[src/rtl/mem_pkg.sv]
// Shared definitions for the DDR2 burst front end and the DAQ readout blocks.
// Holds the FSM state encoding, default bus widths and the burst-length check.
package mem_pkg;

  localparam int DEF_DATA_W    = 32;
  localparam int DEF_ADDR_W    = 25;
  localparam int DEF_SIZE_W    = 3;
  localparam int DEF_MAX_BURST = 4;
  localparam int DEF_TIMEOUT   = 1023;

  typedef enum logic [2:0] {
    INIT     = 3'd0,
    IDLE     = 3'd1,
    WR_BURST = 3'd2,
    RD_REQ   = 3'd3,
    RD_WAIT  = 3'd4
  } mem_state_e;

  // A burst must move at least one beat and no more than the port supports.
  function automatic logic len_legal(input int len, input int max_burst);
    return (len >= 1) && (len <= max_burst);
  endfunction

endpackage

[src/rtl/mem_burst_port_if.sv]
// Client and controller-side signals of mem_burst_port.
//   slave  : the burst port itself (accepts commands, drives local_* requests)
//   master : the environment (client + DDR2 controller local interface)
interface mem_burst_port_if
  import mem_pkg::*;
#(
  parameter int DATA_W = DEF_DATA_W,
  parameter int ADDR_W = DEF_ADDR_W,
  parameter int SIZE_W = DEF_SIZE_W
);
  // client command / data stream
  logic                  cmd_valid;
  logic                  cmd_ready;
  logic                  cmd_write;
  logic [ADDR_W-1:0]     cmd_addr;
  logic [SIZE_W-1:0]     cmd_len;
  logic [DATA_W-1:0]     wr_data;
  logic                  wr_valid;
  logic                  wr_ready;
  logic [DATA_W-1:0]     rd_data;
  logic                  rd_valid;
  logic                  busy;
  logic                  cmd_err;
  logic                  timeout_err;
  // DDR2 controller local interface
  logic [ADDR_W-1:0]     local_address;
  logic                  local_write_req;
  logic                  local_read_req;
  logic                  local_burstbegin;
  logic [SIZE_W-1:0]     local_size;
  logic [DATA_W-1:0]     local_wdata;
  logic [DATA_W/8-1:0]   local_be;
  logic                  local_ready;
  logic [DATA_W-1:0]     local_rdata;
  logic                  local_rdata_valid;
  logic                  local_init_done;

  modport slave (
    input  cmd_valid, cmd_write, cmd_addr, cmd_len, wr_data, wr_valid,
           local_ready, local_rdata, local_rdata_valid, local_init_done,
    output cmd_ready, wr_ready, rd_data, rd_valid, busy, cmd_err, timeout_err,
           local_address, local_write_req, local_read_req, local_burstbegin,
           local_size, local_wdata, local_be
  );

  modport master (
    output cmd_valid, cmd_write, cmd_addr, cmd_len, wr_data, wr_valid,
           local_ready, local_rdata, local_rdata_valid, local_init_done,
    input  cmd_ready, wr_ready, rd_data, rd_valid, busy, cmd_err, timeout_err,
           local_address, local_write_req, local_read_req, local_burstbegin,
           local_size, local_wdata, local_be
  );

endinterface

[src/rtl/mem_watchdog.sv]
// Read-return watchdog.
//   phy_clk, reset : clock, async active-high reset
//   enable         : count while high
//   clear          : restart the count (takes priority over enable)
//   expired        : high on the TIMEOUT-th consecutive enabled, uncleared cycle
module mem_watchdog
  import mem_pkg::*;
#(
  parameter int TIMEOUT = DEF_TIMEOUT
) (
  input  logic phy_clk,
  input  logic reset,
  input  logic clear,
  input  logic enable,
  output logic expired
);
  localparam int CNT_W = (TIMEOUT < 2) ? 1 : $clog2(TIMEOUT + 1);

  logic [CNT_W-1:0] cnt;

  // Combinational so the owner can act on the very cycle the limit is hit;
  // the counter restarts on expiry so the pulse is one cycle wide.
  assign expired = enable && !clear && (cnt == CNT_W'(TIMEOUT - 1));

  always_ff @(posedge phy_clk or posedge reset) begin
    if (reset)                 cnt <= '0;
    else if (clear || expired) cnt <= '0;
    else if (enable)           cnt <= cnt + 1'b1;
  end

endmodule

[src/rtl/mem_burst_port.sv]
// Burst front end between a client command/data stream and the DDR2
// controller local interface, all in the phy_clk domain.
//   phy_clk, reset : clock, async active-high reset
//   bus (slave)    : client side  cmd_* / wr_* / rd_* / busy / cmd_err / timeout_err
//                    controller   local_* requests, write data, read return
// One command in flight at a time. Writes stream straight through to the
// controller; reads are returned one cycle after local_rdata_valid.
module mem_burst_port
  import mem_pkg::*;
#(
  parameter int DATA_W    = DEF_DATA_W,
  parameter int ADDR_W    = DEF_ADDR_W,
  parameter int SIZE_W    = DEF_SIZE_W,
  parameter int MAX_BURST = DEF_MAX_BURST,
  parameter int TIMEOUT   = DEF_TIMEOUT
) (
  input  logic              phy_clk,
  input  logic              reset,
  mem_burst_port_if.slave   bus
);
  localparam logic [SIZE_W-1:0] ONE = SIZE_W'(1);

  mem_state_e           state;
  logic [ADDR_W-1:0]    addr_q;
  logic [SIZE_W-1:0]    len_q;
  logic [SIZE_W-1:0]    beat_cnt;
  logic [DATA_W-1:0]    rd_data_q;
  logic                 rd_valid_q;
  logic                 cmd_err_q;
  logic                 timeout_err_q;
  logic                 cmd_ready_q;
  logic                 busy_q;
  logic                 wd_expired;
  logic                 last_beat;
  logic                 len_ok;
  logic                 in_wr;
  logic                 in_rdreq;
  logic                 in_rdwait;

  assign in_wr     = (state == WR_BURST);
  assign in_rdreq  = (state == RD_REQ);
  assign in_rdwait = (state == RD_WAIT);
  assign last_beat = (beat_cnt + ONE) == len_q;
  assign len_ok    = len_legal(int'(bus.cmd_len), MAX_BURST);

  // Idle cycles only count while waiting for read data; any beat restarts it.
  mem_watchdog #(.TIMEOUT(TIMEOUT)) u_wd (
    .phy_clk (phy_clk),
    .reset   (reset),
    .clear   (!in_rdwait || bus.local_rdata_valid),
    .enable  (in_rdwait),
    .expired (wd_expired)
  );

  // cmd_ready/busy are registered alongside the state so reset can hold
  // them at 0; busy rises on the first edge after reset while still in INIT.
  always_ff @(posedge phy_clk or posedge reset) begin
    if (reset) begin
      state         <= INIT;
      addr_q        <= '0;
      len_q         <= '0;
      beat_cnt      <= '0;
      rd_data_q     <= '0;
      rd_valid_q    <= 1'b0;
      cmd_err_q     <= 1'b0;
      timeout_err_q <= 1'b0;
      cmd_ready_q   <= 1'b0;
      busy_q        <= 1'b0;
    end else begin
      rd_valid_q    <= 1'b0;
      cmd_err_q     <= 1'b0;
      timeout_err_q <= 1'b0;
      case (state)
        INIT: begin
          busy_q      <= 1'b1;
          cmd_ready_q <= 1'b0;
          if (bus.local_init_done) begin
            state       <= IDLE;
            busy_q      <= 1'b0;
            cmd_ready_q <= 1'b1;
          end
        end
        IDLE: begin
          // A command already handshaken is honoured even if init_done drops.
          if (bus.cmd_valid) begin
            addr_q   <= bus.cmd_addr;
            len_q    <= bus.cmd_len;
            beat_cnt <= '0;
            if (!len_ok) begin
              cmd_err_q <= 1'b1;
            end else begin
              state       <= bus.cmd_write ? WR_BURST : RD_REQ;
              cmd_ready_q <= 1'b0;
              busy_q      <= 1'b1;
            end
          end else if (!bus.local_init_done) begin
            state       <= INIT;
            cmd_ready_q <= 1'b0;
            busy_q      <= 1'b1;
          end
        end
        WR_BURST: begin
          if (bus.wr_valid && bus.local_ready) begin
            beat_cnt <= beat_cnt + ONE;
            if (last_beat) begin
              state       <= IDLE;
              cmd_ready_q <= 1'b1;
              busy_q      <= 1'b0;
            end
          end
        end
        RD_REQ: begin
          if (bus.local_ready) begin
            state    <= RD_WAIT;
            beat_cnt <= '0;
          end
        end
        RD_WAIT: begin
          if (wd_expired) begin
            timeout_err_q <= 1'b1;
            state         <= IDLE;
            cmd_ready_q   <= 1'b1;
            busy_q        <= 1'b0;
          end else if (bus.local_rdata_valid) begin
            rd_data_q  <= bus.local_rdata;
            rd_valid_q <= 1'b1;
            beat_cnt   <= beat_cnt + ONE;
            if (last_beat) begin
              state       <= IDLE;
              cmd_ready_q <= 1'b1;
              busy_q      <= 1'b0;
            end
          end
        end
        default: begin
          state       <= INIT;
          cmd_ready_q <= 1'b0;
          busy_q      <= 1'b1;
        end
      endcase
    end
  end

  assign bus.cmd_ready   = cmd_ready_q;
  assign bus.busy        = busy_q;
  assign bus.rd_data     = rd_data_q;
  assign bus.rd_valid    = rd_valid_q;
  assign bus.cmd_err     = cmd_err_q;
  assign bus.timeout_err = timeout_err_q;

  // Write beats pass straight through; the controller's ready is the backpressure.
  assign bus.wr_ready         = in_wr && bus.local_ready;
  assign bus.local_write_req  = in_wr && bus.wr_valid;
  assign bus.local_wdata      = in_wr ? bus.wr_data : '0;
  assign bus.local_read_req   = in_rdreq;
  assign bus.local_burstbegin = in_rdreq || (in_wr && bus.wr_valid && (beat_cnt == '0));
  assign bus.local_address    = (in_wr || in_rdreq || in_rdwait) ? addr_q : '0;
  assign bus.local_size       = (in_wr || in_rdreq || in_rdwait) ? len_q  : '0;
  assign bus.local_be         = '1;

endmodule

[src/flat_wrapper.sv]
// flat-port wrapper written by rule: the top's interface ports become plain ports
module mem_burst_port_flat import mem_pkg::*;
#(
  parameter int DATA_W    = DEF_DATA_W,
  parameter int ADDR_W    = DEF_ADDR_W,
  parameter int SIZE_W    = DEF_SIZE_W,
  parameter int MAX_BURST = DEF_MAX_BURST,
  parameter int TIMEOUT   = DEF_TIMEOUT
)
  (phy_clk, reset, bus_cmd_valid, bus_cmd_write, bus_cmd_addr, bus_cmd_len, bus_wr_data, bus_wr_valid, bus_local_ready, bus_local_rdata, bus_local_rdata_valid, bus_local_init_done, bus_cmd_ready, bus_wr_ready, bus_rd_data, bus_rd_valid, bus_busy, bus_cmd_err, bus_timeout_err, bus_local_address, bus_local_write_req, bus_local_read_req, bus_local_burstbegin, bus_local_size, bus_local_wdata, bus_local_be);
  mem_burst_port_if #(.DATA_W(DATA_W), .ADDR_W(ADDR_W), .SIZE_W(SIZE_W)) bus_i ();
  input  logic phy_clk;
  input  logic reset;
  input wire logic [$bits(bus_i.cmd_valid)-1:0] bus_cmd_valid;
  input wire logic [$bits(bus_i.cmd_write)-1:0] bus_cmd_write;
  input wire logic [$bits(bus_i.cmd_addr)-1:0] bus_cmd_addr;
  input wire logic [$bits(bus_i.cmd_len)-1:0] bus_cmd_len;
  input wire logic [$bits(bus_i.wr_data)-1:0] bus_wr_data;
  input wire logic [$bits(bus_i.wr_valid)-1:0] bus_wr_valid;
  input wire logic [$bits(bus_i.local_ready)-1:0] bus_local_ready;
  input wire logic [$bits(bus_i.local_rdata)-1:0] bus_local_rdata;
  input wire logic [$bits(bus_i.local_rdata_valid)-1:0] bus_local_rdata_valid;
  input wire logic [$bits(bus_i.local_init_done)-1:0] bus_local_init_done;
  output wire logic [$bits(bus_i.cmd_ready)-1:0] bus_cmd_ready;
  output wire logic [$bits(bus_i.wr_ready)-1:0] bus_wr_ready;
  output wire logic [$bits(bus_i.rd_data)-1:0] bus_rd_data;
  output wire logic [$bits(bus_i.rd_valid)-1:0] bus_rd_valid;
  output wire logic [$bits(bus_i.busy)-1:0] bus_busy;
  output wire logic [$bits(bus_i.cmd_err)-1:0] bus_cmd_err;
  output wire logic [$bits(bus_i.timeout_err)-1:0] bus_timeout_err;
  output wire logic [$bits(bus_i.local_address)-1:0] bus_local_address;
  output wire logic [$bits(bus_i.local_write_req)-1:0] bus_local_write_req;
  output wire logic [$bits(bus_i.local_read_req)-1:0] bus_local_read_req;
  output wire logic [$bits(bus_i.local_burstbegin)-1:0] bus_local_burstbegin;
  output wire logic [$bits(bus_i.local_size)-1:0] bus_local_size;
  output wire logic [$bits(bus_i.local_wdata)-1:0] bus_local_wdata;
  output wire logic [$bits(bus_i.local_be)-1:0] bus_local_be;
  assign bus_i.cmd_valid = bus_cmd_valid;
  assign bus_i.cmd_write = bus_cmd_write;
  assign bus_i.cmd_addr = bus_cmd_addr;
  assign bus_i.cmd_len = bus_cmd_len;
  assign bus_i.wr_data = bus_wr_data;
  assign bus_i.wr_valid = bus_wr_valid;
  assign bus_i.local_ready = bus_local_ready;
  assign bus_i.local_rdata = bus_local_rdata;
  assign bus_i.local_rdata_valid = bus_local_rdata_valid;
  assign bus_i.local_init_done = bus_local_init_done;
  assign bus_cmd_ready = bus_i.cmd_ready;
  assign bus_wr_ready = bus_i.wr_ready;
  assign bus_rd_data = bus_i.rd_data;
  assign bus_rd_valid = bus_i.rd_valid;
  assign bus_busy = bus_i.busy;
  assign bus_cmd_err = bus_i.cmd_err;
  assign bus_timeout_err = bus_i.timeout_err;
  assign bus_local_address = bus_i.local_address;
  assign bus_local_write_req = bus_i.local_write_req;
  assign bus_local_read_req = bus_i.local_read_req;
  assign bus_local_burstbegin = bus_i.local_burstbegin;
  assign bus_local_size = bus_i.local_size;
  assign bus_local_wdata = bus_i.local_wdata;
  assign bus_local_be = bus_i.local_be;
  mem_burst_port #(.DATA_W(DATA_W), .ADDR_W(ADDR_W), .SIZE_W(SIZE_W), .MAX_BURST(MAX_BURST), .TIMEOUT(TIMEOUT)) u_core (.phy_clk(phy_clk), .reset(reset), .bus(bus_i));
endmodule
[config.mk]
export PLATFORM = sky130hd
export DESIGN_NAME = mem_burst_port_flat
export DESIGN_NICKNAME = d
export VERILOG_FILES = /design/src/rtl/mem_pkg.sv /design/src/rtl/mem_burst_port_if.sv /design/src/rtl/mem_watchdog.sv /design/src/rtl/mem_burst_port.sv /design/src/flat_wrapper.sv
export SDC_FILE = /design/constraint.sdc
export NUM_CORES = 1
export LEC_CHECK = 0
export CAP_MARGIN = 20
export CORE_MARGIN = 4
export CORE_UTILIZATION = 35
export CTS_BUF_LIST = sky130_fd_sc_hd__clkbuf_8 sky130_fd_sc_hd__clkbuf_16
export CTS_CLUSTER_SIZE = 28
export DETAILED_ROUTE_END_ITERATION = 8
export PLACE_DENSITY = 0.73
export RECOVER_POWER = 25
export SLEW_MARGIN = 20
export SYNTH_ARGS = -nofsm -noshare
export SYNTH_HDL_FRONTEND = slang
export SYNTH_SLANG_ARGS = --single-unit
[constraint.sdc]
create_clock -name phy_clk -period 3.56 [get_ports phy_clk]
set_clock_uncertainty 0.2 [all_clocks]
set_input_delay 0.356 -clock phy_clk [delete_from_list [all_inputs] [get_ports phy_clk]]
set_output_delay 0.356 -clock phy_clk [all_outputs]
set_load 0.02 [all_outputs]
# Yosys cells after proc, flatten, opt, wreduce, memory -nomap -nowiden
# Index checks and enable logic that the tools add are counted.
# classes
n_reduce_logical	23
n_eq_ne	15
mux	48
order_cmp	2
addsub	2
n_bitwise	2
# ops
op	n
$mux W3	15
$mux W32	1
$mux W1	25
$mux W25	1
$mux W10	2
$pmux W3 S5	1
$ne A2 B2 Y1 const B	6
$pmux W3 S4	1
$reduce_and A6 Y1	2
$add A10 B1 Y10 const B	1
$eq A10 B10 Y1 const B	1
$pmux W1 S5	2
$logic_and A1 B1 Y1	7
$eq A3 B2 Y1 const B	2
$logic_not A3 Y1	2
$ne A3 B3 Y1 const B	2
$logic_or A1 B1 Y1	5
$reduce_and A5 Y1	1
$reduce_bool A4 Y1	1
$add A3 B1 Y3 const B	1
$eq A3 B1 Y1 const B	1
$eq A3 B3 Y1	1
$eq A3 B3 Y1 const B	1
$ge A3 B1 Y1 const B	1
7 further kinds	9
# totals
output_inout_bits	105
regBits	81
word_cells	103
inputBits	100

# Depth between registers and ports, before layout
# Gate-level depths: netlist of run 1.
# logic_depth
ltp_word	8
depth_mapped	7
depth_no_buf	7

# By module
# A second synthesis of run 1 with hierarchy kept.
# hier_totals
hier_cells	413
hier_area_um2	4068.9
# modules_own_cells
module	seq_area_each_um2	n_inst	cells_per_inst	area_per_inst_um2
mem_burst_port	1776.7	1	352	3480.8
mem_watchdog	250.2	1	61	588.1

# Worst setup path after synthesis of run 1
# OpenSTA, ideal clock, no wires.
# synth_path
kind	register to output
from	register u_core.state[1]
to	output port bus_local_address[10]
stages_incl_launch_ff	6
n_path_buf	2
t_arrival_ps	1632
slack_ps	1372
t_required_ps	3004
cell_sequence	dfrtp_1 -> buf_6 -> and2b_2 -> a21oi_1 -> clkbuf_1 -> and2b_1
# synth_via
elab_chain_len	4
elab_cells_between_ends	6
classes_between	eq/ne: 3; mux: 1; reduce/logical: 2
# synth_rtl
element	line_no	rtl
from (decl)	mem_burst_port.sv:23	mem_state_e state;
from (signal assigned)	mem_burst_port.sv:92	state <= bus.cmd_write ? WR_BURST : RD_REQ;
$eq A3 B2 Y1 (on tied branches)	mem_burst_port.sv:40, mem_burst_port.sv:41	
$logic_or A1 B1 Y1	mem_burst_port.sv:157	assign bus.local_address = (in_wr || in_rdreq || in_rdwait) ? addr_q : '0;
$logic_or A1 B1 Y1 *	mem_burst_port.sv:157	
$mux W25 *	mem_burst_port.sv:157	
to (decl)	flat_wrapper.sv:31	output wire logic [$bits(bus_i.local_address)-1:0] bus_local_address;
# Mark *: on every way between the ends. The rest lies on a longest branch, timed or not.

# Worst setup path after layout of run 1
# layout_path
from	register u_core.state[2]
to	output port bus_local_address[20]
# The elaborated chain is that of the path after synthesis.

==> flow_summary.ini, run 1 <==
[clock_tree]
clockRootBuffer = clkbuf_8
clk-insertion-delay-late_ns = 0.34
clk_pin_slew_ns = 0.08
cts_tree = done
cts_hold_buf = 0
cts_max_path_buffers = 2
ctsResizeCount = 0
htree_levels = 3
clkSinkCount = 81
cts_buffers = 9
cts_setup_buffers = 0

[synthesis]
synth_enable_flop_cells = 0
syn_avg_cell_area_um2 = 11.68
yosys_warnings = 0
synth_area_leaders = dfrtp_1 (52%), mux2_2 (18%), and2_1 (5.8%)
synth.top_cells.by_count = dfrtp_1 (81), mux2_2 (62), and2_1 (36), nor2_1 (20), nor2b_1 (17)
synthArstFlopShare = 1.000
synthFlopType = dfrtp_1
synth_most_common_cell = dfrtp_1
yosysSeqAreaShare = 0.5194
synth_cells = 334
synth_top_area_share = 0.5194
synth_area_um2 = 3902
ys_ff_latch = 81
synth_largest_area_cell = dfrtp_1
synth_cell_type_count = 42

[timing]
finalHoldViolations = 0
fin_crit_sh = 0.8259
fin_setup_tns_ns = 0
setup_viol = 0
tightestPinTransition_ns = 0.8456
fmax_mhz = 340.1
post-route-min-period_ns = 2.940
finalMaxSlewViolations = 0
rsz0062_at_grt = false
max_slew_margin = 0.4329

[grt]
grt_pass1_vias = 3377
grt_overflow = 0
grt_max_degree = 67
track_usage = 0.1625
grt_antenna_before_repair = 0
grt_pass1_wl_um = 16670

[power_and_ir_drop]
leakagePower_uw = 0.002577
ir_drop_mv = 0.3918
power.density_nw_per_um2 = 804.1
total_power_uw = 4977

[drt]
final_antenna_net_count = 0
wl_um = 10470
first_pass_iters = 4
wire_per_inst_um = 15.42
avgViaCountPerCell = 4.719
drt_iter0_drc = 69
drcViolationCount = 0
vias = 3204

[floorplan]
coreArea_um2 = 10890
rows = 38
initial_core_util = 0.3584
die_w_um = 113.6
num_io_pins = 205
die_h_um = 113.6
die_area_um2 = 12900

[place]
numPortBuffers = 200
dp_hpwl_um = 8270
globalplace.congestion = 0.8871

[final_layout]
filler_cell_count = 912
drive_gt1_frac = 0.1670
area_growth_pct = 58.61
fin_nets = 638
antenna_cells = 0

[critical_path]
crit_required_ns = 3.00
cp_max_fo = 28
slowest_delay_ns = 0.55
critPathLaunchType = register
r2r_start = u_core.u_wd.cnt[0]
crit_path_end_kind = output pin
r2r_cells = 7
worstSetupPathType = reg2out
cp.arrival_ns = 2.38
startpoint = u_core.state[2]
path_cells = and2b_2 -> a21oi_2 -> buf_4 -> and2b_1 -> clkdlybuf4s50_1
slowest_stage = dfrtp_1

[run_status]
status = finished clean

[hold_path]
hold_class = reg2reg
holdPathStages = 1
min_from = u_core.bus.busy

[job]
drv_cap = 0
[power breakdown]
group | leakage [uW] | switching (uW) | internal [uW] | total [uW]
Combinational | 0.00148 | 1350 | 1520 | 2870
Sequential | 0.00101 | 234 | 1310 | 1540
Clock | 0.0000860 | 315 | 245 | 561
[cells in the final DEF, fill, tap and decap left out, types with 2 or more instances in the layout]
cell,Yosys,final
clkdlybuf4s50_1,0,199
dfrtp_1,81,81
mux2_2,62,62
and2_1,36,36
nor2_1,20,19
nor2b_1,17,17
and2b_1,11,11
nand2_1,10,10
inv_1,9,9
nand3_1,9,9
clkbuf_8,0,9
o21ai_0,8,8
xor2_1,7,7
a21oi_1,6,5
buf_4,7,5
ha_1,4,4
conb_1,1,4
clkinv_2,0,4
and3_1,3,3
nand4_1,3,3
xnor2_1,3,3
and2b_2,2,2
a31oi_1,2,2
o21ai_1,2,2
clkinvlp_4,0,2
[cell type report]
class	instances	area (um2)	share of cell area
clock buffer	9	123.9	0.02001
inverter	9	38.79	0.006266
tap	140	175.2	0.02830
timing repair buffer	206	2043	0.3301
clock inverter	7	38.79	0.006266
multi-input combinational	227	1743	0.2816
sequential	81	2027	0.3275
[critical path, delay by kind of cell (launching register included)]
family | cells | cell delay (ns)
flip-flops | 1 | 0.55
AO/OA/AOI/OAI | 1 | 0.12
buffers and inverters | 2 | 0.83
AND/OR/NAND/NOR | 2 | 0.54
[per-stage QoR]
step,setup WS [ns],std cells,hold slack (ns),util,cell area [um2]
2_1_floorplan,0.9239,337,0.2726,-,3914
3_3_place_gp,0.9931,663,0.2698,0.5536,6027
3_5_place_dp,0.9774,663,0.2822,0.5539,6031
4_1_cts,0.5927,679,0.2510,0.5688,6193
5_1_grt,0.4848,679,0.3169,0.5685,6190
6_report,0.6199,679,0.2896,0.5685,6190
[state kept, by name, indices dropped and copies added, names as in the netlist]
name,count
u_core.addr_q,25
u_core.beat_cnt,3
u_core.bus.busy,1
u_core.bus.cmd_err,1
u_core.bus.cmd_ready,1
u_core.bus.rd_data,32
u_core.bus.rd_valid,1
u_core.bus.timeout_err,1
u_core.len_q,3
u_core.state,3
u_core.u_wd.cnt,10
[worst paths after layout]
kind,end,slack (ns)
max in group asynchronous,u_core.addr_q[18],2.11
min,u_core.bus.busy,0.29
max,bus_local_address[20],0.62
min reg2reg,u_core.bus.busy,0.29
min in group asynchronous,u_core.bus.rd_data[0],0.36
max reg2reg,u_core.bus.cmd_ready,1.04
[cell families (layout without fill, tap and decap cells)]
logic type                 after synthesis  in the layout  synth area share
and+or+nand+nor                        120            120            0.1789
DFF                                     81             81            0.5194
muxes                                   62             62            0.1789
buffers and inverters                   29            231           0.03847
AOI/OAI and AO/OA                       26             26           0.04232
xor gates and xnor gates                11             11           0.02822
adders and majority gates                4              4           0.01283
other                                    1              4         0.0009609
[layer usage]
| layer | vias up | track usage | share of wire |
|---|---|---|---|
| met5 | - | 0 | 0 |
| met4 | 0 | 0.05208 | 0.013 |
| met3 | 13 | 0.05464 | 0.10 |
| met2 | 145 | 0.2949 | 0.52 |
| met1 | 1529 | 0.1781 | 0.36 |
| li1 | 1517 | - | - |
Note: power is estimated with default switching activity, not from simulation.
==> inputs of run 2 (changes only) <==
--- a/config.mk
+++ b/config.mk
@@ -11,7 +11,7 @@
 export CTS_BUF_LIST = sky130_fd_sc_hd__clkbuf_8 sky130_fd_sc_hd__clkbuf_16
 export CTS_CLUSTER_SIZE = 28
 export DETAILED_ROUTE_END_ITERATION = 8
-export PLACE_DENSITY = 0.73
+export PLACE_DENSITY = 0.75
 export RECOVER_POWER = 25
 export SLEW_MARGIN = 20
 export SYNTH_ARGS = -nofsm -noshare
==> constraint.sdc (replaced) <==
create_clock -name phy_clk -period 2.5 [get_ports phy_clk]
set_clock_uncertainty 0.2 [all_clocks]
set_input_delay 0.25 -clock phy_clk [delete_from_list [all_inputs] [get_ports phy_clk]]
set_output_delay 0.25 -clock phy_clk [all_outputs]
set_load 0.02 [all_outputs]
==> flow_summary.ini, run 2 (same netlist as run 1, synthesis figures left out) <==
[clock_tree]
cts_max_path_buffers = 2
clk_pin_slew_ns = 0.08
clockRootBuffer = clkbuf_8
htree_levels = 3
cts_buffers = 9
clk-insertion-delay-late_ns = 0.35
clkSinkCount = 81
cts_tree = done

[power_and_ir_drop]
ir_drop_mv = 0.5927
total_power_uw = 7208
leakagePower_uw = 0.002920
p_int_uw = 4400
switching_power_uw = 2808
seqPwrFrac = 0.304
combPwrFrac = 0.554
clkPwrFrac = 0.142
swShare = 0.3896
power.density_nw_per_um2 = 1146

[critical_path]
r2r_start = u_core.state[2]
path_cells = and2b_2 -> a21oi_4 -> buf_12 -> and2b_1 -> dlygate4sd2_1
crit_path_end_kind = output pin
cp.arrival_ns = 1.94
r2r_cells = 6
worstSetupPathType = reg2out
crit_required_ns = 2.05
reg2reg_slack_ns = 0.28
critPathLaunchType = register
r2r_end = u_core.bus.busy
cp_max_fo = 14
startpoint = u_core.state[1]
slowest_stage = dfrtp_2
slowest_delay_ns = 0.47

[final_layout]
mostFrequentLayoutCells = clkdlybuf4s50_1 (123), dfrtp_1 (79), mux2_2 (62)
antenna_cells = 0
filler_cell_count = 957
largest_register_ffs = 32
fin_nets = 646
area_growth_pct = 61.17
final_common_cell = clkdlybuf4s50_1
drive_gt1_frac = 0.1828

[grt]
grt_pass1_wl_um = 16590
grt_pass1_vias = 3382
track_usage = 0.1617
grt_max_degree = 45
grt_overflow = 0
grt_antenna_before_repair = 0

[drt]
wire_per_inst_um = 15.41
avgViaCountPerCell = 4.753
first_pass_iters = 6
drcViolationCount = 0
vias = 3265
drt_iter0_drc = 94
final_antenna_net_count = 0
wl_um = 10590

[timing]
fin_crit_sh = 0.9541
fmax_mhz = 419.2
finalMaxSlewViolations = 0
post-route-min-period_ns = 2.385
fin_setup_tns_ns = 0
max_slew_margin = 0.5031
setup_viol = 0
tightestPinTransition_ns = 0.7453
finalHoldViolations = 0
holdWs_ns = 0.2803
rsz0062_at_grt = false

[floorplan]
die_h_um = 113.6
rows = 38
die_area_um2 = 12900
coreArea_um2 = 10890
initial_core_util = 0.3584
num_io_pins = 205
die_w_um = 113.6

[place]
dp_hpwl_um = 8287
globalplace.congestion = 0.8579
numPortBuffers = 200

[hold_path]
hold_class = reg2reg
min_from = u_core.bus.busy
whs_endpoint = u_core.bus.busy
holdPathStages = 1

[job]
drv_cap = 0

[run_status]
status = finished clean
## run 2: cell count changes in the layout (fill, tap and decap cells not counted), moves of 2 or more
cell and change:
inv_8 +2, clkdlybuf4s15_1 +2, dfrtp_2 +2, clkdlybuf4s50_1 -76
inv_6 +3, buf_12 +3, dlygate4sd2_1 +60, clkinv_2 -4
dlygate4sd3_1 +15, dfrtp_1 -2, clkinvlp_4 -2
## run 2: layout make-up
| class | instances | area, um2 | area share |
|---|---|---|---|
| multi-input cells | 227 | 1750 | 0.2783 |
| flip-flops and latches | 81 | 2029 | 0.3227 |
| repair buffers | 214 | 2083 | 0.3312 |
| well taps | 140 | 175.2 | 0.02785 |
| clock inverters | 6 | 78.83 | 0.01253 |
| clock buffers | 10 | 137.6 | 0.02188 |
| inverters | 9 | 35.03 | 0.005570 |
## run 2: worst max path at each step
stage | endpoint | slack (ns) | cells past startpoint
detailed placement | u_core.bus.busy | 0.18 | 6
CTS | bus_local_address[19] | 0.06 | 5
floorplan | bus_local_address[10] | 0.42 | 5
global route | bus_local_address[19] | 0.01 | 5
finish | bus_local_address[19] | 0.11 | 5
global placement | u_core.bus.busy | 0.18 | 6
## run 2: worst max-delay path, delay by kind of cell, from the launching register on
kind            cells  cell delay (ns)
simple gates        2             0.45
compound gates      1             0.19
flops               1             0.47
buf+inv             2             0.48
## run 2: power by group through the flow
stage | Sequential (uW) | Combinational [uW] | Clock, uW
after floorplan | 2470 | 2050 | 0
after global placement | 2190 | 4190 | 0
after detailed placement | 2220 | 4250 | 0
after CTS | 2200 | 4010 | 1070
after global routing | 2260 | 4300 | 1140
final | 2190 | 3990 | 1030
## run 2: per-layer routing
| layer | share of wire | GRT usage |
|---|---|---|
| met2 | 0.52 | 0.2980 |
| met1 | 0.35 | 0.1658 |
| met5 | 0 | 0 |
| met4 | 0.0077 | 0.04167 |
| met3 | 0.12 | 0.07268 |
## run 2: what timing repair did
action / CTS / global route
hold buffers: 1 / 0
endpoints found under the setup margin: 62 / 3
hold endpoints to repair: 6 / 0
buffers inserted: 2 / 0
resized for setup: 64 / 3
cloned: 0 / 1
## run 2: per-stage QoR
step,setup slack [ns],util,instance area [um2],std cells
global route,0.01021,0.5777,6290,687
floorplan,0.4178,-,3918,337
global placement,0.1772,0.5600,6097,667
CTS,0.06381,0.5753,6264,686
detailed placement,0.1791,0.5600,6097,667
finish,0.1147,0.5777,6290,687
==> inputs of run 3 (changes only) <==
--- a/config.mk
+++ b/config.mk
@@ -5,13 +5,14 @@
 export SDC_FILE = /design/constraint.sdc
 export NUM_CORES = 1
 export LEC_CHECK = 0
+export ABC_AREA = 1
 export CAP_MARGIN = 20
 export CORE_MARGIN = 4
-export CORE_UTILIZATION = 35
+export CORE_UTILIZATION = 37
 export CTS_BUF_LIST = sky130_fd_sc_hd__clkbuf_8 sky130_fd_sc_hd__clkbuf_16
 export CTS_CLUSTER_SIZE = 28
 export DETAILED_ROUTE_END_ITERATION = 8
-export PLACE_DENSITY = 0.75
+export PLACE_DENSITY = 0.78
 export RECOVER_POWER = 25
 export SLEW_MARGIN = 20
 export SYNTH_ARGS = -nofsm -noshare
==> flow_summary.ini, run 3 <==
[run_status]
status = finished clean

[drt]
wl_met3_um = 674
vias = 3604
final_antenna_net_count = 0
wl_met2_um = 5397
wl_um = 10730
highest_layer = met4
first_pass_iters = 5
wire_per_inst_um = 13.27
drcViolationCount = 0
drt_iter0_drc = 188
met1_length_um = 4544
avgViaCountPerCell = 4.460

[clock_tree]
clk-insertion-delay-late_ns = 0.34
htree_levels = 3
clk_pin_slew_ns = 0.08
cts_buffers = 9
cts_max_path_buffers = 2
clkSinkCount = 81
clockRootBuffer = clkbuf_8
cts_tree = done
cts_hold_buf = 0

[synthesis]
synth_cells = 462
ys_ff_latch = 81
synth_enable_flop_cells = 0
synthFlopType = dfrtp_1
synth.top_cells.by_count = inv_1 (82), dfrtp_1 (81), nor2_1 (78), nand2_1 (72), o21ai_0 (35)
synth_area_um2 = 4061
synth_top_area_share = 0.4991
synth_largest_area_cell = dfrtp_1
synth_cell_type_count = 34
yosysSeqAreaShare = 0.4991
synth_most_common_cell = inv_1
syn_avg_cell_area_um2 = 8.791
synthArstFlopShare = 1.000
synth_area_leaders = dfrtp_1 (50%), mux2_2 (8.9%), inv_1 (7.6%)
yosys_warnings = 0

[floorplan]
initial_core_util = 0.3865
die_w_um = 112.8
rows = 37
coreArea_um2 = 10510
num_io_pins = 205
die_h_um = 112.8
die_area_um2 = 12720

[timing]
holdWs_ns = 0.2438
setup_viol = 0
fin_setup_tns_ns = 0
fmax_mhz = 420.9
tightestPinTransition_ns = 1.063
finalMaxSlewViolations = 0
post-route-min-period_ns = 2.376
fin_crit_sh = 0.9504
rsz0062_at_grt = false
max_slew_margin = 0.2913
finalHoldViolations = 0

[final_layout]
area_growth_pct = 55.61
filler_cell_count = 920
antenna_cells = 0
largest_register_ffs = 32
fin_util = 0.6014
mostFrequentLayoutCells = clkdlybuf4s50_1 (136), inv_1 (85), dfrtp_1 (80)
final_common_cell = clkdlybuf4s50_1
drive_gt1_frac = 0.1324
fin_nets = 771
design_area_um2 = 6320

[place]
dp_hpwl_um = 8344
globalplace.congestion = 0.8262
placed_area_um2 = 6185
numPortBuffers = 200

[grt]
grt_pass1_wl_um = 17860
grt_overflow = 0
grt_max_degree = 51
grt_antenna_before_repair = 0
track_usage = 0.1727
grt_pass1_vias = 3792

[power_and_ir_drop]
total_power_uw = 6297
ir_drop_mv = 0.5244
leakagePower_uw = 0.003244
power.density_nw_per_um2 = 996.5

[critical_path]
crit_required_ns = 2.05
cp_max_fo = 14
cp.arrival_ns = 1.93
worstSetupPathType = reg2out
critPathLaunchType = register
crit_path_end_kind = output pin

[job]
drv_cap = 0

[hold_path]
hold_class = in2async
-- run 3: cell types whose count changed in the layout (fill, tap and decap cells not counted), sizes merged, moves of 15 or more --
cell	before	now
dlygate4sd3	16	1
o21ai	10	36
nand2	10	79
and2	36	0
mux2	62	32
nor2b	17	0
inv	13	91
nor2	20	90
-- run 3: report_power, final --
group,internal (uW),leakage [uW],switching [uW],total [uW]
registers,1820,0.00103,257,2080
logic,1510,0.00212,1930,3430
clock network,343,0.0000940,440,783
total,3670,0.00324,2630,6300
-- run 3: logic make-up after synthesis --
logic type | synth area share
xor gates and xnor gates | 0.01078
adders and majority gates | 0.01232
DFF | 0.4991
and+or+nand+nor | 0.2169
muxes | 0.08873
other | 0.0009233
buffers and inverters | 0.1143
AOI/OAI and AO/OA | 0.05699
-- run 3: area by class of cell --
| type | instances | area (um2) | share of cell area |
|---|---|---|---|
| inverters | 88 | 331.6 | 0.05246 |
| clock buffers | 9 | 123.9 | 0.01960 |
| well taps | 136 | 170.2 | 0.02693 |
| flip-flops and latches | 81 | 2028 | 0.3209 |
| multi-input cells | 278 | 1593 | 0.2520 |
| clock inverters | 7 | 32.53 | 0.005147 |
| repair buffers | 209 | 2041 | 0.3229 |
-- run 3: path summary, 6_finish.rpt --
| path | startpoint | endpoint | slack [ns] | cells past startpoint |
|---|---|---|---|---|
| worst max-delay path | u_core.state[0] | bus_local_address[1] | 0.12 | 7 |
| worst min-delay path | reset | u_core.bus.rd_data[1] | 0.24 | 2 |
| worst max register to register | u_core.u_wd.cnt[0] | u_core.bus.cmd_ready | 0.55 | 11 |
| worst min register to register | u_core.bus.busy | u_core.bus.busy | 0.28 | 2 |
| max in group asynchronous | reset | u_core.bus.rd_data[13] | 0.48 | 3 |
| min in group phy_clk | bus_cmd_addr[18] | u_core.addr_q[18] | 0.27 | 3 |
-- run 3: timing repair --
| item | 4_1_cts | 5_1_grt |
|---|---|---|
| setup endpoints to repair | 62 | 1 |
| gates resized for setup | 64 | 1 |
| cloned | 1 | 0 |
| buffers inserted | 3 | 0 |
| pin swaps | 2 | 0 |
| endpoints found under the hold margin | 0 | 0 |
-- run 3: worst max-delay path, cell delays in order, from the launching register on --
cell and delay (ns):
dfrtp_1 0.49, nor2_4 0.18, nand2_4 0.10, inv_2 0.15
nor2_4 0.06, buf_12 0.14, nor2_1 0.10, dlygate4sd2_1 0.35
-- run 3: per-stage QoR --
stage | worst slack (ns) | cells
floorplan | 0.5967 | 465
global placement | 0.2251 | 788
detailed placement | 0.1389 | 788
CTS | 0.1036 | 808
global route | 0.01222 | 808
finish | 0.1241 | 808
-- run 3: routing by layer --
metal,track usage,vias to the layer above
met1,0.2108,1664
met4,0.05369,0
met5,0,-
met2,0.3017,132
li1,-,1798
met3,0.04118,10
==> variant, RTL diff (flow settings as in run 3) <==
The 5 states of `mem_state_e` get a one-hot encoding in 5 bits.
--- a/src/rtl/mem_pkg.sv
+++ b/src/rtl/mem_pkg.sv
@@ -9,10 +9,10 @@
   localparam int DEF_TIMEOUT   = 1023;
 
-  typedef enum logic [2:0] {
-    INIT     = 3'd0,
-    IDLE     = 3'd1,
-    WR_BURST = 3'd2,
-    RD_REQ   = 3'd3,
-    RD_WAIT  = 3'd4
+  typedef enum logic [4:0] {
+    INIT     = 5'b00001,
+    IDLE     = 5'b00010,
+    WR_BURST = 5'b00100,
+    RD_REQ   = 5'b01000,
+    RD_WAIT  = 5'b10000
   } mem_state_e;
 
Check against the original RTL: no difference found for any inputs over 4 cycles, from zero or initial values and one cycle with reset high; so few cycles prove little.
==> variant against run 3 <==
- power is 9.6% lower
- synthesized cell count is 27% higher
- area after synthesis is 4.4% higher
- via count is 15% higher
- global-route usage is 0.59 points higher
- wire length is 10% higher
- non-clock buffer count is 2 lower
- design area is 2.6% higher
- fmax is 0.36% higher
- setup slack better by 8.6 ps
- core utilization is 1.4 points lower
- sequential cell count is 2 higher
- die area is 4.1% higher
- combinational power is 35% lower
- critical endpoint is now bus_local_address[13]
- largest cell class is now sequential cells
- largest power group unchanged
==> variant: results <==
set metrics [dict create \
    placed_area_um2 6360 \
    yosysTopAreaCellShare_pct 48.4 \
    clockRootBuffer "clkbuf_16" \
    layout.comb_gates.multi_input 385 \
    multiInputGateArea_um2 1650 \
    grtUsageMet2_pct 31.6 \
    met3_length_mm 1.40 \
    grt_max_degree 43 \
    nClkBuffers 10 \
    status "finished, final reports clean" \
    met2_length_mm 5.71 \
    reg2reg_to "u_core.state[2]" \
    buffers_excl_clock 207 \
    buf_share_pct 29.4 \
    grt_pass1_vias 4229 \
    wl_per_cell_um 12.7 \
    crit-reg2reg-launch "u_core.state[4]" \
    clkCellAreaFrac_pct 4.58 \
    cts_setup_buffers 0 \
    layout_setup_ws_ps 133 \
    drt_iter0_markers 190 \
    tightest_slew_ps 1020 \
    track_usage_pct 17.9 \
    irDropWorstVdd_mv 0.652 \
    synth.most_common_cell "nand2_1" \
    met1_length_mm 4.59 \
    power.density_nw_per_um2 879 \
    max_stage_delay_ps 430 \
    netlist_top_cells_area "dfrtp_1 (48%), nand2_1 (24%), inv_1 (8.3%), nor2_1 (4.8%), nand3_1 (1.7%)" \
    synth_common_cells "nand2_1 (270), inv_1 (94), dfrtp_1 (82)" \
    dp_cells 916 \
    seq_area_frac_synth_pct 49.0 \
    clk_pin_slew_ps 60 \
    register_area_um2 2080 \
    p_clk_share_pct 22.9 \
    crit_family "simple AND/OR/NAND/NOR gates" \
    grt_pass1_wl_mm 19.2 \
    gp_congestion 0.852 \
    netlist-cell-type-count 30 \
    inverters 101 \
    cp_max_fo 29 \
    combinationalPower_mw 2.22 \
    use_met3_pct 7.26 \
    hold_class "in2reg" \
    crit_path_end "bus_local_address[13]" \
    num-fill-cells 1023 \
    crit_path_start "u_core.state[1]" \
]
[variant: changes by cell type after synthesis, sizes merged, moves of 2 or more]
cell	change
buf	+3
o21ai	-27
nor2	-26
nand2	+193
mux2	-32
a31oi	-2
xnor2	-3
inv	+12
nand3b	-2
nor3b	-3
nand3	+12
[variant: kinds of logic (layout without fill, tap and decap cells)]
group | count (synthesis) | count (layout) | synth area share (%)
AND/OR/NAND/NOR | 364 | 364 | 35.5
XOR/XNOR | 1 | 1 | 0.207
adder cells (fa/ha/maj) | 4 | 4 | 1.18
AO/OA/AOI/OAI | 12 | 12 | 1.50
buffers and inverters | 123 | 324 | 12.5
flip-flops | 83 | 83 | 49.0
other | 1 | 4 | 0.0884
[variant: worst register-to-register path, delay by kind of cell (launching register included)]
kind | cells | cell delay (ps)
buffers and inverters | 2 | 450
flip-flops | 1 | 420
AND/OR/NAND/NOR | 7 | 740
[variant: timing repair]
action                                  CTS  global route
endpoints found under the setup margin   61            29
gates cloned                              0             0
gates resized for setup                  62            53
